**src/rtl/iob_bus_pkg.sv**
```systemverilog
// iob_bus_pkg: shared width helpers, strobe mask
// and REQ/RESP field offsets for IOb bus wrappers.
package iob_bus_pkg;

  function automatic int off_w(input int data_w);
    return $clog2(data_w / 8);
  endfunction

  // Lanes past bit 63 are simply shifted out.
  function automatic logic [63:0] strb_mask(
    input logic [1:0] size,
    input logic [5:0] off,
    input int         offw
  );
    int          s;
    logic [63:0] lanes;
    s = (int'(size) < offw) ? int'(size) : offw;
    lanes = (64'd1 << (1 << s)) - 64'd1;
    return lanes << off;
  endfunction

  // REQ  = {valid, addr, wdata, wstrb}
  // RESP = {rdata, ready}
  function automatic int req_w(input int aw, input int dw);
    return 1 + aw + dw + dw / 8;
  endfunction

  function automatic int req_valid_off(input int aw, input int dw);
    return req_w(aw, dw) - 1;
  endfunction

  function automatic int req_addr_off(input int dw);
    return dw + dw / 8;
  endfunction

  function automatic int req_wdata_off(input int dw);
    return dw / 8;
  endfunction

  localparam int REQ_WSTRB_OFF = 0;

  function automatic int resp_w(input int dw);
    return dw + 1;
  endfunction

  localparam int RESP_READY_OFF = 0;
  localparam int RESP_RDATA_OFF = 1;

endpackage

```
**src/rtl/iob_cpu_bus_bridge_if.sv**
```systemverilog
// CPU command/response stream plus IOb native bus.
// slave = bridge side, master = CPU/memory side.
interface iob_cpu_bus_bridge_if #(
  parameter int ADDR_W = 32,
  parameter int DATA_W = 32
);
  logic                cmd_valid;
  logic                cmd_ready;
  logic                cmd_wr;
  logic [1:0]          cmd_size;
  logic [ADDR_W-1:0]   cmd_addr;
  logic [DATA_W-1:0]   cmd_wdata;
  logic                rsp_valid;
  logic [DATA_W-1:0]   rsp_rdata;
  logic                iob_valid;
  logic [ADDR_W-1:0]   iob_addr;
  logic [DATA_W-1:0]   iob_wdata;
  logic [DATA_W/8-1:0] iob_wstrb;
  logic [DATA_W-1:0]   iob_rdata;
  logic                iob_ready;

  modport slave (
    input  cmd_valid, cmd_wr, cmd_size,
    input  cmd_addr, cmd_wdata,
    input  iob_rdata, iob_ready,
    output cmd_ready, rsp_valid, rsp_rdata,
    output iob_valid, iob_addr,
    output iob_wdata, iob_wstrb
  );

  modport master (
    output cmd_valid, cmd_wr, cmd_size,
    output cmd_addr, cmd_wdata,
    output iob_rdata, iob_ready,
    input  cmd_ready, rsp_valid, rsp_rdata,
    input  iob_valid, iob_addr,
    input  iob_wdata, iob_wstrb
  );
endinterface

```
**src/rtl/iob_bridge_fifo.sv**
```systemverilog
// Register-based sync FIFO, async active-high reset.
// Ports: push/din, pop/dout, full, empty, level.
module iob_bridge_fifo #(
  parameter int W       = 8,
  parameter int DEPTH_W = 1
) (
  input  logic           clk,
  input  logic           rst,
  input  logic           push,
  input  logic [W-1:0]   din,
  input  logic           pop,
  output logic [W-1:0]   dout,
  output logic           full,
  output logic           empty,
  output logic [DEPTH_W:0] level
);
  localparam int DEPTH = 1 << DEPTH_W;

  logic [W-1:0]       mem [DEPTH];
  logic [DEPTH_W-1:0] wr_ptr;
  logic [DEPTH_W-1:0] rd_ptr;
  logic               do_push;
  logic               do_pop;

  // Level reaches 2**DEPTH_W only when full.
  assign full    = level[DEPTH_W];
  assign empty   = (level == '0);
  assign do_push = push & ~full;
  assign do_pop  = pop & ~empty;
  assign dout    = mem[rd_ptr];

  always_ff @(posedge clk or posedge rst) begin
    if (rst) begin
      wr_ptr <= '0;
      rd_ptr <= '0;
      level  <= '0;
    end else begin
      if (do_push) wr_ptr <= wr_ptr + 1'b1;
      if (do_pop)  rd_ptr <= rd_ptr + 1'b1;
      if (do_push && !do_pop)
        level <= level + 1'b1;
      else if (!do_push && do_pop)
        level <= level - 1'b1;
    end
  end

  always_ff @(posedge clk) begin
    if (do_push) mem[wr_ptr] <= din;
  end

endmodule

```
**src/rtl/iob_cpu_bus_bridge.sv**
```systemverilog
// CPU stream -> IOb bridge: command FIFO, byte strobes,
// boot remap, in-order single outstanding transfer.
// Ports: clk, rst, boot, bus (slave), pending.
module iob_cpu_bus_bridge
  import iob_bus_pkg::*;
#(
  parameter int ADDR_W       = 32,
  parameter int DATA_W       = 32,
  parameter int CMD_DEPTH_W  = 1,
  parameter int IBUS_MODE    = 0,
  parameter int RSP_ON_WRITE = 0,
  parameter int REMAP_EN     = 0,
  parameter int E_BIT        = ADDR_W - 2,
  parameter int P_BIT        = ADDR_W - 3
) (
  input  logic clk,
  input  logic rst,
  input  logic boot,
  iob_cpu_bus_bridge_if.slave bus,
  output logic [CMD_DEPTH_W:0] pending
);
  localparam int OFF_W = off_w(DATA_W);
  localparam int SW    = DATA_W / 8;

  typedef struct packed {
    logic              is_read;
    logic [SW-1:0]     wstrb;
    logic [DATA_W-1:0] wdata;
    logic [ADDR_W-1:0] addr;
  } entry_t;

  localparam int EW = $bits(entry_t);

  entry_t            push_ent;
  entry_t            head;
  logic              full;
  logic              empty;
  logic              push;
  logic              pop;
  logic [ADDR_W-1:0] off_full;
  logic [63:0]       mask;
  logic [ADDR_W-1:0] addr_map;

  assign off_full = bus.cmd_addr & ADDR_W'(SW - 1);
  assign mask = strb_mask(bus.cmd_size,
                          off_full[5:0], OFF_W);

  always_comb begin
    push_ent       = '0;
    push_ent.addr  = bus.cmd_addr;
    push_ent.wdata = bus.cmd_wdata;
    if (IBUS_MODE != 0) begin
      push_ent.is_read = 1'b1;
    end else begin
      push_ent.is_read = ~bus.cmd_wr;
      push_ent.wstrb = bus.cmd_wr ? mask[SW-1:0]
                                  : '0;
    end
  end

  assign push          = bus.cmd_valid & ~full;
  assign pop           = bus.iob_ready & ~empty;
  assign bus.cmd_ready = ~full;

  iob_bridge_fifo #(
    .W       (EW),
    .DEPTH_W (CMD_DEPTH_W)
  ) u_fifo (
    .clk   (clk),
    .rst   (rst),
    .push  (push),
    .din   (push_ent),
    .pop   (pop),
    .dout  (head),
    .full  (full),
    .empty (empty),
    .level (pending)
  );

  // MSB follows the live boot level while driven.
  always_comb begin
    addr_map = head.addr;
    if (REMAP_EN != 0) begin
      if (IBUS_MODE != 0)
        addr_map[ADDR_W-1] = ~boot;
      else
        addr_map[ADDR_W-1] =
          (head.addr[E_BIT] ^ ~boot) &
          ~head.addr[P_BIT];
    end
  end

  assign bus.iob_valid = ~empty;
  assign bus.iob_addr  = empty ? '0 : addr_map;
  assign bus.iob_wdata = empty ? '0 : head.wdata;
  assign bus.iob_wstrb = empty ? '0 : head.wstrb;

  assign bus.rsp_valid = pop &
    (head.is_read | (RSP_ON_WRITE != 0));
  assign bus.rsp_rdata = bus.rsp_valid ?
    bus.iob_rdata : '0;

endmodule

```
**src/flat_wrapper.sv**
```systemverilog
// flat-port wrapper written by rule: the top's interface ports become plain ports
module iob_cpu_bus_bridge_flat import iob_bus_pkg::*;
#(
  parameter int ADDR_W       = 32,
  parameter int DATA_W       = 32,
  parameter int CMD_DEPTH_W  = 1,
  parameter int IBUS_MODE    = 0,
  parameter int RSP_ON_WRITE = 0,
  parameter int REMAP_EN     = 0,
  parameter int E_BIT        = ADDR_W - 2,
  parameter int P_BIT        = ADDR_W - 3
)
  (clk, rst, boot, pending, bus_cmd_valid, bus_cmd_wr, bus_cmd_size, bus_cmd_addr, bus_cmd_wdata, bus_iob_rdata, bus_iob_ready, bus_cmd_ready, bus_rsp_valid, bus_rsp_rdata, bus_iob_valid, bus_iob_addr, bus_iob_wdata, bus_iob_wstrb);
  iob_cpu_bus_bridge_if #(.ADDR_W(ADDR_W), .DATA_W(DATA_W)) bus_i ();
  input  logic clk;
  input  logic rst;
  input  logic boot;
  output logic [CMD_DEPTH_W:0] pending;
  input wire logic [$bits(bus_i.cmd_valid)-1:0] bus_cmd_valid;
  input wire logic [$bits(bus_i.cmd_wr)-1:0] bus_cmd_wr;
  input wire logic [$bits(bus_i.cmd_size)-1:0] bus_cmd_size;
  input wire logic [$bits(bus_i.cmd_addr)-1:0] bus_cmd_addr;
  input wire logic [$bits(bus_i.cmd_wdata)-1:0] bus_cmd_wdata;
  input wire logic [$bits(bus_i.iob_rdata)-1:0] bus_iob_rdata;
  input wire logic [$bits(bus_i.iob_ready)-1:0] bus_iob_ready;
  output wire logic [$bits(bus_i.cmd_ready)-1:0] bus_cmd_ready;
  output wire logic [$bits(bus_i.rsp_valid)-1:0] bus_rsp_valid;
  output wire logic [$bits(bus_i.rsp_rdata)-1:0] bus_rsp_rdata;
  output wire logic [$bits(bus_i.iob_valid)-1:0] bus_iob_valid;
  output wire logic [$bits(bus_i.iob_addr)-1:0] bus_iob_addr;
  output wire logic [$bits(bus_i.iob_wdata)-1:0] bus_iob_wdata;
  output wire logic [$bits(bus_i.iob_wstrb)-1:0] bus_iob_wstrb;
  assign bus_i.cmd_valid = bus_cmd_valid;
  assign bus_i.cmd_wr = bus_cmd_wr;
  assign bus_i.cmd_size = bus_cmd_size;
  assign bus_i.cmd_addr = bus_cmd_addr;
  assign bus_i.cmd_wdata = bus_cmd_wdata;
  assign bus_i.iob_rdata = bus_iob_rdata;
  assign bus_i.iob_ready = bus_iob_ready;
  assign bus_cmd_ready = bus_i.cmd_ready;
  assign bus_rsp_valid = bus_i.rsp_valid;
  assign bus_rsp_rdata = bus_i.rsp_rdata;
  assign bus_iob_valid = bus_i.iob_valid;
  assign bus_iob_addr = bus_i.iob_addr;
  assign bus_iob_wdata = bus_i.iob_wdata;
  assign bus_iob_wstrb = bus_i.iob_wstrb;
  iob_cpu_bus_bridge #(.ADDR_W(ADDR_W), .DATA_W(DATA_W), .CMD_DEPTH_W(CMD_DEPTH_W), .IBUS_MODE(IBUS_MODE), .RSP_ON_WRITE(RSP_ON_WRITE), .REMAP_EN(REMAP_EN), .E_BIT(E_BIT), .P_BIT(P_BIT)) u_core (.clk(clk), .rst(rst), .boot(boot), .bus(bus_i), .pending(pending));
endmodule
```
**config.mk**
```make
export PLATFORM = sky130hd
export DESIGN_NAME = iob_cpu_bus_bridge_flat
export DESIGN_NICKNAME = d
export VERILOG_FILES = /design/src/rtl/iob_bus_pkg.sv /design/src/rtl/iob_cpu_bus_bridge_if.sv /design/src/rtl/iob_bridge_fifo.sv /design/src/rtl/iob_cpu_bus_bridge.sv /design/src/flat_wrapper.sv
export SDC_FILE = /design/constraint.sdc
export NUM_CORES = 1
export LEC_CHECK = 0
export ABC_AREA = 0
export CORE_UTILIZATION = 46
export CTS_BUF_LIST = sky130_fd_sc_hd__clkbuf_8
export DETAILED_ROUTE_END_ITERATION = 8
export PLACE_DENSITY = 0.91
export SYNTH_ARGS = -nofsm -noshare
export SYNTH_HDL_FRONTEND = slang
export SYNTH_SLANG_ARGS = --single-unit
```
**constraint.sdc**
```tcl
create_clock -name clk -period 5.95 [get_ports clk]
set_input_delay 0.8925 -clock clk [delete_from_list [all_inputs] [get_ports clk]]
set_output_delay 0.8925 -clock clk [all_outputs]
set_load 0.03 [all_outputs]
```
* Word-level counts from Yosys, hierarchy flattened
Memory sizes are Yosys's and may differ from the RTL's.
Index checks and enable logic that the tools add are counted.
** Operators by class
- Magnitude comparators :: 1
- Add/sub/neg operators :: 5
- Shift operators :: 3
- Multiplexer cells :: 10
- Reductions and logical operators :: 6
- Bitwise operators :: 8
** Operator list (number)
- two-way mux 32 bit :: 3
- left shift 1 x 32 -> 64 bit, first input constant :: 1
- left shift 64 x 2 -> 4 bit :: 1
- subtractor 64 x 1 -> 64 bit, second input constant :: 1
- left shift 1 x 32 -> 32 bit, first input constant :: 1
- two-way mux 4 bit :: 2
- two-way mux 2 bit :: 3
- AND 1 bit :: 5
- inverter 1 bit :: 3
- adder 1 bit, second input constant :: 2
- adder 2 x 1 -> 2 bit, second input constant :: 1
- logical AND 1 bit :: 2
- logical NOT 1 bit :: 2
- logical NOT 2 bit :: 1
- less-than comparator 2 bit, second input constant :: 1
- two-way mux 1 bit :: 2
- nonzero test 2 bit :: 1
- subtractor 2 x 1 -> 2 bit, second input constant :: 1
** Word-level totals
- Bits in writable memories :: 138
- Memories :: 1
- Register bits :: 4
- Input port bits :: 104
** Memories
- u_core.u_fifo.mem :: depth 2, width 69, rd ports 1, clocked after Yosys merged registers in 0, write ports 1, RTL line iob_bridge_fifo.sv:19 : logic [W-1:0] mem [DEPTH];

* Longest topological paths before layout
Gate-level depths: netlist of the first run.
- Depth in word-level cells :: 7
- Depth in mapped cells :: 5
- Mapped depth without buffers :: 5

* Modules after synthesis
Synthesis of the first run repeated with hierarchy kept, for this count alone.
** Unflattened totals
- Cell total of the unflattened synthesis :: 359
- Area total of the unflattened synthesis :: 6374.9 um^2
** By module, submodules not included
- iob_bridge_fifo :: seq. area each 4244.1 um^2, times used 1, area each 5531.6 um^2, cells each 234
- iob_cpu_bus_bridge :: seq. area each 0.0 um^2, times used 1, area each 843.3 um^2, cells each 125

* Least setup slack after synthesis of the first run
Ideal clock, no wire load.
- Kind :: input port to flip-flop
- Start :: input bus_cmd_valid
- End :: memory u_core.u_fifo.mem[0][0] in the netlist's numbering (enable)
- Library setup time :: 0.505 ns
- Data required time :: 5.445 ns
- Path buffers :: 0
- Stages on the path :: 2
- Data arrival time :: 4.230 ns
- Setup slack :: 1.215 ns
- Cell sequence :: nor2b_1 > nor2b_1
** Between the ends
- Word-level cells in the longest chain between the ends :: 4
** RTL lines
- start: declaration :: RTL line flat_wrapper.sv:19 : input wire logic [$bits(bus_i.cmd_valid)-1:0] bus_cmd_valid;
- AND 1 bit :: RTL line iob_cpu_bus_bridge.sv:61 : assign push = bus.cmd_valid & ~full;
- AND 1 bit :: RTL line iob_bridge_fifo.sv:28 : assign do_push = push & ~full;
- two-way mux 1 bit :: RTL line iob_bridge_fifo.sv:48 : if (do_push) mem[wr_ptr] <= din;
- two-way mux 1 bit (not written as such) :: RTL line iob_bridge_fifo.sv:48
- end: declaration :: RTL line iob_bridge_fifo.sv:19
Every way passes these cells.

* Worst setup path in the final report of the first run
- Start :: input bus_iob_ready
- End :: output bus_rsp_rdata[7]
** Between the ends
- Word-level cells in the longest chain between the ends :: 3
** RTL lines
- start: declaration :: RTL line flat_wrapper.sv:25 : input wire logic [$bits(bus_i.iob_ready)-1:0] bus_iob_ready;
- AND 1 bit :: RTL line iob_cpu_bus_bridge.sv:62 : assign pop = bus.iob_ready & ~empty;
- AND 1 bit :: RTL line iob_cpu_bus_bridge.sv:98 : assign bus.rsp_valid = pop &
- two-way mux 32 bit :: RTL line iob_cpu_bus_bridge.sv:100 : assign bus.rsp_rdata = bus.rsp_valid ?
- end: declaration :: RTL line flat_wrapper.sv:28 : output wire logic [$bits(bus_i.rsp_rdata)-1:0] bus_rsp_rdata;
Every way passes these cells.

==> metrics.cfg, run 1 <==
[clock_network]
worstSkewPairLatency_ns = 0.43
clock_sinks = 142
cts_made_buffers = 17
root_buffer = clkbuf_8
clk_path_buf_depth = 2
clk_pin_slew_ns = 0.07
cts_resized = 0
h-tree-depth = 4
cts_tree = yes
hold_buffers = 0
post_cts_buffers = 0

[synth]
yosysWarnings = 0
synth_ff_type = edfxtp_1
synth_seq_cells = 142
syn_area_um2 = 5649
ys_top_cells_by_area = edfxtp_1 73%, mux2i_1 12%, nor2_1 4.8%, and2_1 3.7%, dfrtp_1 1.8%
ys_seq_area_frac = 0.7513
syn_area_per_cell_um2 = 15.87
synth.most_common_cell = edfxtp_1
synth_cell_type_count = 21
ys_top_cells_by_count = 138 x edfxtp_1, 72 x nor2_1, 69 x mux2i_1
async_flop_share = 0.02817
synth_largest_area_cell = edfxtp_1
yosysTopAreaCellShare = 0.7336
syn-instance-count = 356
synth_edf_count = 138
syn_nets = 461

[detailed_routing]
wl_per_cell_um = 16.95
drc = 0
vias_per_cell = 4.901
finalWirelength_mm = 12.30
postRouteAntennaNets = 0
routed.top_layer = met4
via_count = 3558
drt-initial-drc-count = 169
met3_length_um = 849
met2_length_mm = 6.760
dr.pass1.iters = 4
wl_met1_mm = 4.545

[cells_and_area]
fin_util = 0.6824
num-nets-final = 671
drive_gt1_frac = 0.05527
n_antenna_cell = 0
fin_area_um2 = 8197
area_growth_pct = 45.09
multiInputGateArea_um2 = 1301
fillCellCount = 836
fin_cells = 726
seq_area_um2 = 4248

[timing]
setup_viol = 0
timing.final.hold_violations = 0
fin_crit_ns = 4.072
slew_headroom = 0.3456
hold_slack_ns = 0.5547
drv_slew = 0
fin_setup_tns_ns = 0
rsz0062_at_grt = no
worst-slew-pin-transition_ns = 0.9817
max_freq_ghz = 0.2456
fin_crit_sh = 0.6844
finClkSkew_ns = 0.006144

[die]
core_area_um2 = 12010
die_x_um = 112.8
die-area_um2 = 12730
initial_utilization = 0.4703
fp.dieH_um = 112.8
rows = 40
io_pins = 209

[grt]
grt_overflow = 0
grt_max_degree = 70
grt_pass1_wl_mm = 18.37
grtUsageTotal = 0.1967
antenna_found_initial = 0
grt_pass1_vias = 3667

[critical_path]
worstSetupStartpointType = input port
worst_setup_path_end_kind = output port
worstPathArrival_ns = 3.18
crit_type = in2out
critPathLaunch = bus_iob_ready
r2r_start = u_core.u_fifo.level[1]
crit_required_ns = 5.06
crit_fanout = 33

[power_and_ir_drop]
clkPwrFrac = 0.166
internal_power_mw = 2.493
cellLeakagePower_nw = 3.042
pwr-share-seq = 0.345
power.density_nw_per_um2 = 503.7
vdd_drop_max_v = 0.0002914
swShare = 0.3962
combPwrFrac = 0.489
power.switching_mw = 1.636

[place]
place_area_um2 = 7846
numPlacedInstances = 694
routabilityCongestion = 0.7082
numPortBuffers = 207
dp_hpwl_mm = 8.355

[run]
max_cap_violations = 0

[hold_path]
min_path_type = reg2reg
min_from = u_core.u_fifo.wr_ptr

[run_status]
status = finished, final reports clean

==> worst max-delay path, stage by stage <==
cell,delay (ns)
clkdlybuf4s50_1,0.47
o21ai_1,0.13
nor2_2,0.71
and2_1,0.25
clkdlybuf4s50_1,0.72
==> power by group through the flow <==
stage | clock network, mW | logic (mW) | registers [mW]
2_1_floorplan | 0 | 1.27 | 1.39
3_3_place_gp | 0 | 2.00 | 1.44
3_5_place_dp | 0 | 2.03 | 1.45
4_1_cts | 0.700 | 2.04 | 1.43
5_1_grt | 0.740 | 2.12 | 1.44
6_report | 0.685 | 2.02 | 1.43
==> layout make-up <==
cell class / count / share of cell area
flip-flops and latches: 142 / 0.5182
repair buffers: 210 / 0.2555
multi-input cells: 190 / 0.1588
clock buffers: 17 / 0.02855
well taps: 147 / 0.02244
clock inverters: 15 / 0.01420
inverters: 5 / 0.002290
==> path summary, 6_finish.rpt <==
path                                                 to  slack (ns)  cells after the start
worst min-delay path               u_core.u_fifo.wr_ptr        0.55                      1
worst min register to register     u_core.u_fifo.wr_ptr        0.55                      1
worst max-delay path                   bus_rsp_rdata[7]        1.88                      5
max in group asynchronous          u_core.u_fifo.rd_ptr        5.13                      2
worst max register to register  u_core.u_fifo.mem[0][2]        3.43                      3
min in group asynchronous          u_core.u_fifo.rd_ptr        0.65                      2
==> flip-flops by register name, summed over array words and instances (netlist names) <==
register              flops
u_core.u_fifo.rd_ptr      1
u_core.u_fifo.mem       138
u_core.u_fifo.level       2
u_core.u_fifo.wr_ptr      1
==> metal layers <==
| metal | global-route usage | vias up |
|---|---|---|
| li1 | - | 1708 |
| met2 | 0.3675 | 143 |
| met1 | 0.2016 | 1696 |
| met4 | 0.08889 | 0 |
| met3 | 0.05892 | 11 |
| met5 | 0 | - |
==> cells by family (layout without fill, tap and decap cells) <==
family                     after synthesis  in the layout  synth area share
DFF                                    142            142            0.7513
and+or+nand+nor                        110            110           0.08970
muxes                                   69             69            0.1223
buffers and inverters                   24            247           0.02148
AOI/OAI and AO/OA                        5              5          0.005314
xor gates and xnor gates                 5              5          0.007753
adders and majority gates                1              1          0.002214
==> cells in the final DEF, fill, tap and decap left out <==
cell | synthesis | layout
nand2b_1 | 1 | 1
o21ai_1 | 2 | 2
nor2_4 | 0 | 1
and2_1 | 33 | 32
ha_1 | 1 | 1
a21oi_1 | 1 | 1
nor2b_1 | 2 | 1
dfrtp_1 | 4 | 3
clkinvlp_4 | 0 | 1
clkdlybuf4s50_1 | 0 | 207
clkinv_1 | 0 | 3
nor2_1 | 72 | 71
xor2_1 | 2 | 2
dfrtp_4 | 0 | 1
buf_4 | 3 | 3
inv_2 | 1 | 1
nor3_1 | 1 | 1
mux2i_1 | 69 | 69
and2_4 | 0 | 1
edfxtp_1 | 138 | 138
nor2_2 | 1 | 1
xnor2_1 | 3 | 3
clkinv_2 | 0 | 3
inv_1 | 4 | 10
a211oi_1 | 2 | 2
clkbuf_8 | 0 | 17
bufinv_16 | 0 | 2
nor2b_4 | 0 | 1
==> per-stage QoR <==
step	power [mW]	setup slack, ns
global route	4.305	1.716
floorplan	2.666	1.215
CTS	4.168	1.833
finish	4.128	1.878
global placement	3.437	1.931
detailed placement	3.480	1.845
No activity file was read; power rests on OpenSTA's default activity.
==> run 2: changes to the inputs <==
==> constraint.sdc (replaced) <==
create_clock -name clk -period 4.1 [get_ports clk]
set_input_delay 0.615 -clock clk [delete_from_list [all_inputs] [get_ports clk]]
set_output_delay 0.615 -clock clk [all_outputs]
set_load 0.03 [all_outputs]
==> run 2 against run 1 <==
Critical path depth decreased by 1; clock power increased by 68%; non-clock buffer count increased by 3; hold slack got worse by 0.17 ns; cell area increased by 1.2%; power increased by 49%; critical path type is now reg2out; critical endpoint is now bus_iob_addr[25]; largest cell class unchanged; largest power group unchanged; highest routed layer unchanged.
==> metrics.cfg, run 2 (synthesis gave the netlist of run 1 again) <==
[grt]
grt_overflow = 0  ; unchanged
grt_max_degree = 70  ; unchanged
grt_pass1_vias = 3677  ; +0.27%
antenna_found_initial = 0  ; unchanged
grt_pass1_wl_mm = 19.00  ; +3.4%
grtUsageTotal = 0.2017  ; +0.005040

[timing]
timing.final.hold_violations = 0  ; unchanged
hold_slack_ns = 0.3861  ; -0.1686 ns
fin_crit_ns = 3.208
rsz0062_at_grt = no
slew_headroom = 0.3769  ; +0.03137
worst-slew-pin-transition_ns = 0.9346  ; -0.04706 ns
finClkSkew_ns = 0.01090  ; +0.004752 ns
max_freq_ghz = 0.3117
fin_setup_tns_ns = 0  ; unchanged
drv_slew = 0  ; unchanged
fin_ws_ns = 0.8921  ; -0.9859 ns
setup_viol = 0  ; unchanged
fin_crit_sh = 0.7824

[run_status]
status = finished, final reports clean

[clock_network]
root_buffer = clkbuf_8
clk_path_buf_depth = 2  ; unchanged
clk_pin_slew_ns = 0.07  ; about the same
cts_made_buffers = 17  ; unchanged
clock_sinks = 142  ; unchanged
cts_tree = yes
hold_buffers = 0  ; unchanged
post_cts_buffers = 0  ; unchanged
h-tree-depth = 4  ; unchanged
worstSkewPairLatency_ns = 0.43  ; about the same
cts_resized = 0  ; unchanged

[detailed_routing]
finalWirelength_mm = 12.34  ; +0.26%
vias_per_cell = 4.993  ; +1.9%
drc = 0  ; unchanged
postRouteAntennaNets = 0  ; unchanged
dr.pass1.iters = 6  ; +2
via_count = 3640  ; +2.3%
wl_per_cell_um = 16.92  ; -0.15%
drt-initial-drc-count = 172  ; +1.8%

[cells_and_area]
fillCellCount = 821  ; -1.8%
drive_gt1_frac = 0.06701  ; +0.01174
n_antenna_cell = 0  ; unchanged
fin_util = 0.6905  ; +0.008125
seq_area_um2 = 4248  ; unchanged
area_growth_pct = 46.82
layout_common_cells = 207 x clkdlybuf4s50_1, 138 x edfxtp_1, 71 x nor2_1
largest_register = u_core.u_fifo.mem
largest_register_ffs = 138  ; unchanged
multiInputGateArea_um2 = 1301  ; unchanged
reg_top3 = u_core.u_fifo.mem x138, u_core.u_fifo.level x2
layout_commonest_cell = clkdlybuf4s50_1
num-nets-final = 674  ; +0.45%

[power_and_ir_drop]
clkPwrFrac = 0.187  ; +0.021
cellLeakagePower_nw = 3.076  ; +1.1%
pwr-share-seq = 0.331  ; -0.014
vdd_drop_max_v = 0.0004810  ; +65%
combPwrFrac = 0.482  ; -0.007
power.density_nw_per_um2 = 743.5  ; +48%
power.switching_mw = 2.392  ; +46%
swShare = 0.3879  ; -0.008289
internal_power_mw = 3.774  ; +51%
power_mw = 6.166  ; +49%

[die]
die_x_um = 112.8  ; unchanged
core_area_um2 = 12010  ; unchanged
io_pins = 209  ; unchanged
fp.dieH_um = 112.8  ; unchanged
initial_utilization = 0.4703  ; unchanged
die-area_um2 = 12730  ; unchanged
rows = 40  ; unchanged

[place]
dp_hpwl_mm = 8.323  ; -0.37%
dpl_worst_slack_ns = 1.009  ; -0.8358 ns
numPortBuffers = 207  ; unchanged
routabilityCongestion = 0.7412  ; +4.7%

[critical_path]
worst_setup_path_end_kind = output port
slowest_stage = clkdlybuf4s50_1
r2r_cells = 2  ; -1
crit_fanout = 28  ; -15%
cpPeakStageDelay_ns = 0.69  ; -0.03 ns
worstSetupStartpointType = flip-flop
crit_required_ns = 3.48  ; -1.58 ns
crit_type = reg2out
worstPathArrival_ns = 2.59  ; -0.59 ns
worstPathCellList = buf_4, mux2i_1, nor2_1, clkdlybuf4s50_1

[hold_path]
min_path_type = in2async

[run]
max_cap_violations = 0  ; unchanged

## run 2: changes by cell type in the layout (fill, tap and decap cells not counted)
cell / before / now
inv_1: 10 / 6
buf_4: 3 / 5
buf_12: 0 / 1
bufinv_16: 2 / 4
clkinv_4: 0 / 2
## run 2: routing by layer
layer	track usage	vias to the layer above	wire (um)
li1	-	1713	-
met1	0.2113	1750	4641
met2	0.3716	154	6534
met3	0.06481	23	932
met4	0.08444	0	226
met5	0	-	0
## run 2: area by class of cell
type | count | share of cell area
inverters | 5 | 0.002263
flip-flops and latches | 142 | 0.5121
multi-input cells | 190 | 0.1569
repair buffers | 213 | 0.2568
clock buffers | 17 | 0.02821
well taps | 147 | 0.02218
clock inverters | 15 | 0.02157
## run 2: path summary, 6_finish.rpt
| path | startpoint | slack, ns | endpoint |
|---|---|---|---|
| hold reg to reg | u_core.u_fifo.wr_ptr | 0.56 | u_core.u_fifo.wr_ptr |
| setup / recovery | u_core.u_fifo.rd_ptr | 0.89 | bus_iob_addr[25] |
| min in group clk | u_core.u_fifo.wr_ptr | 0.56 | u_core.u_fifo.wr_ptr |
| hold / removal | rst | 0.39 | u_core.u_fifo.level[1] |
| setup reg to reg | u_core.u_fifo.level[1] | 2.10 | u_core.u_fifo.mem[1][47] |
| max in group asynchronous | rst | 3.55 | u_core.u_fifo.rd_ptr |
## run 2: per-stage QoR
step / cell area, um2 / std cells
after floorplan: 5652 / 356
after global placement: 7881 / 697
after detailed placement: 7881 / 697
after CTS: 8294 / 729
after global routing: 8294 / 729
final: 8294 / 729
## run 2: worst max-delay path: cells and delay by family (launching register included)
kind | cells | cell delay [ns]
flip-flops | 1 | 0.65
multiplexers | 1 | 0.14
AND/OR/NAND/NOR | 1 | 0.15
buffers and inverters | 2 | 1.19
## run 2: power by group through the flow
stage          Combinational, mW  Sequential (mW)  Clock [mW]
2_1_floorplan               1.85             2.01           0
3_3_place_gp                2.96             2.05           0
3_5_place_dp                3.00             2.07           0
4_1_cts                     3.02             2.04        1.17
5_1_grt                     3.15             2.07        1.24
6_report                    2.97             2.04        1.15
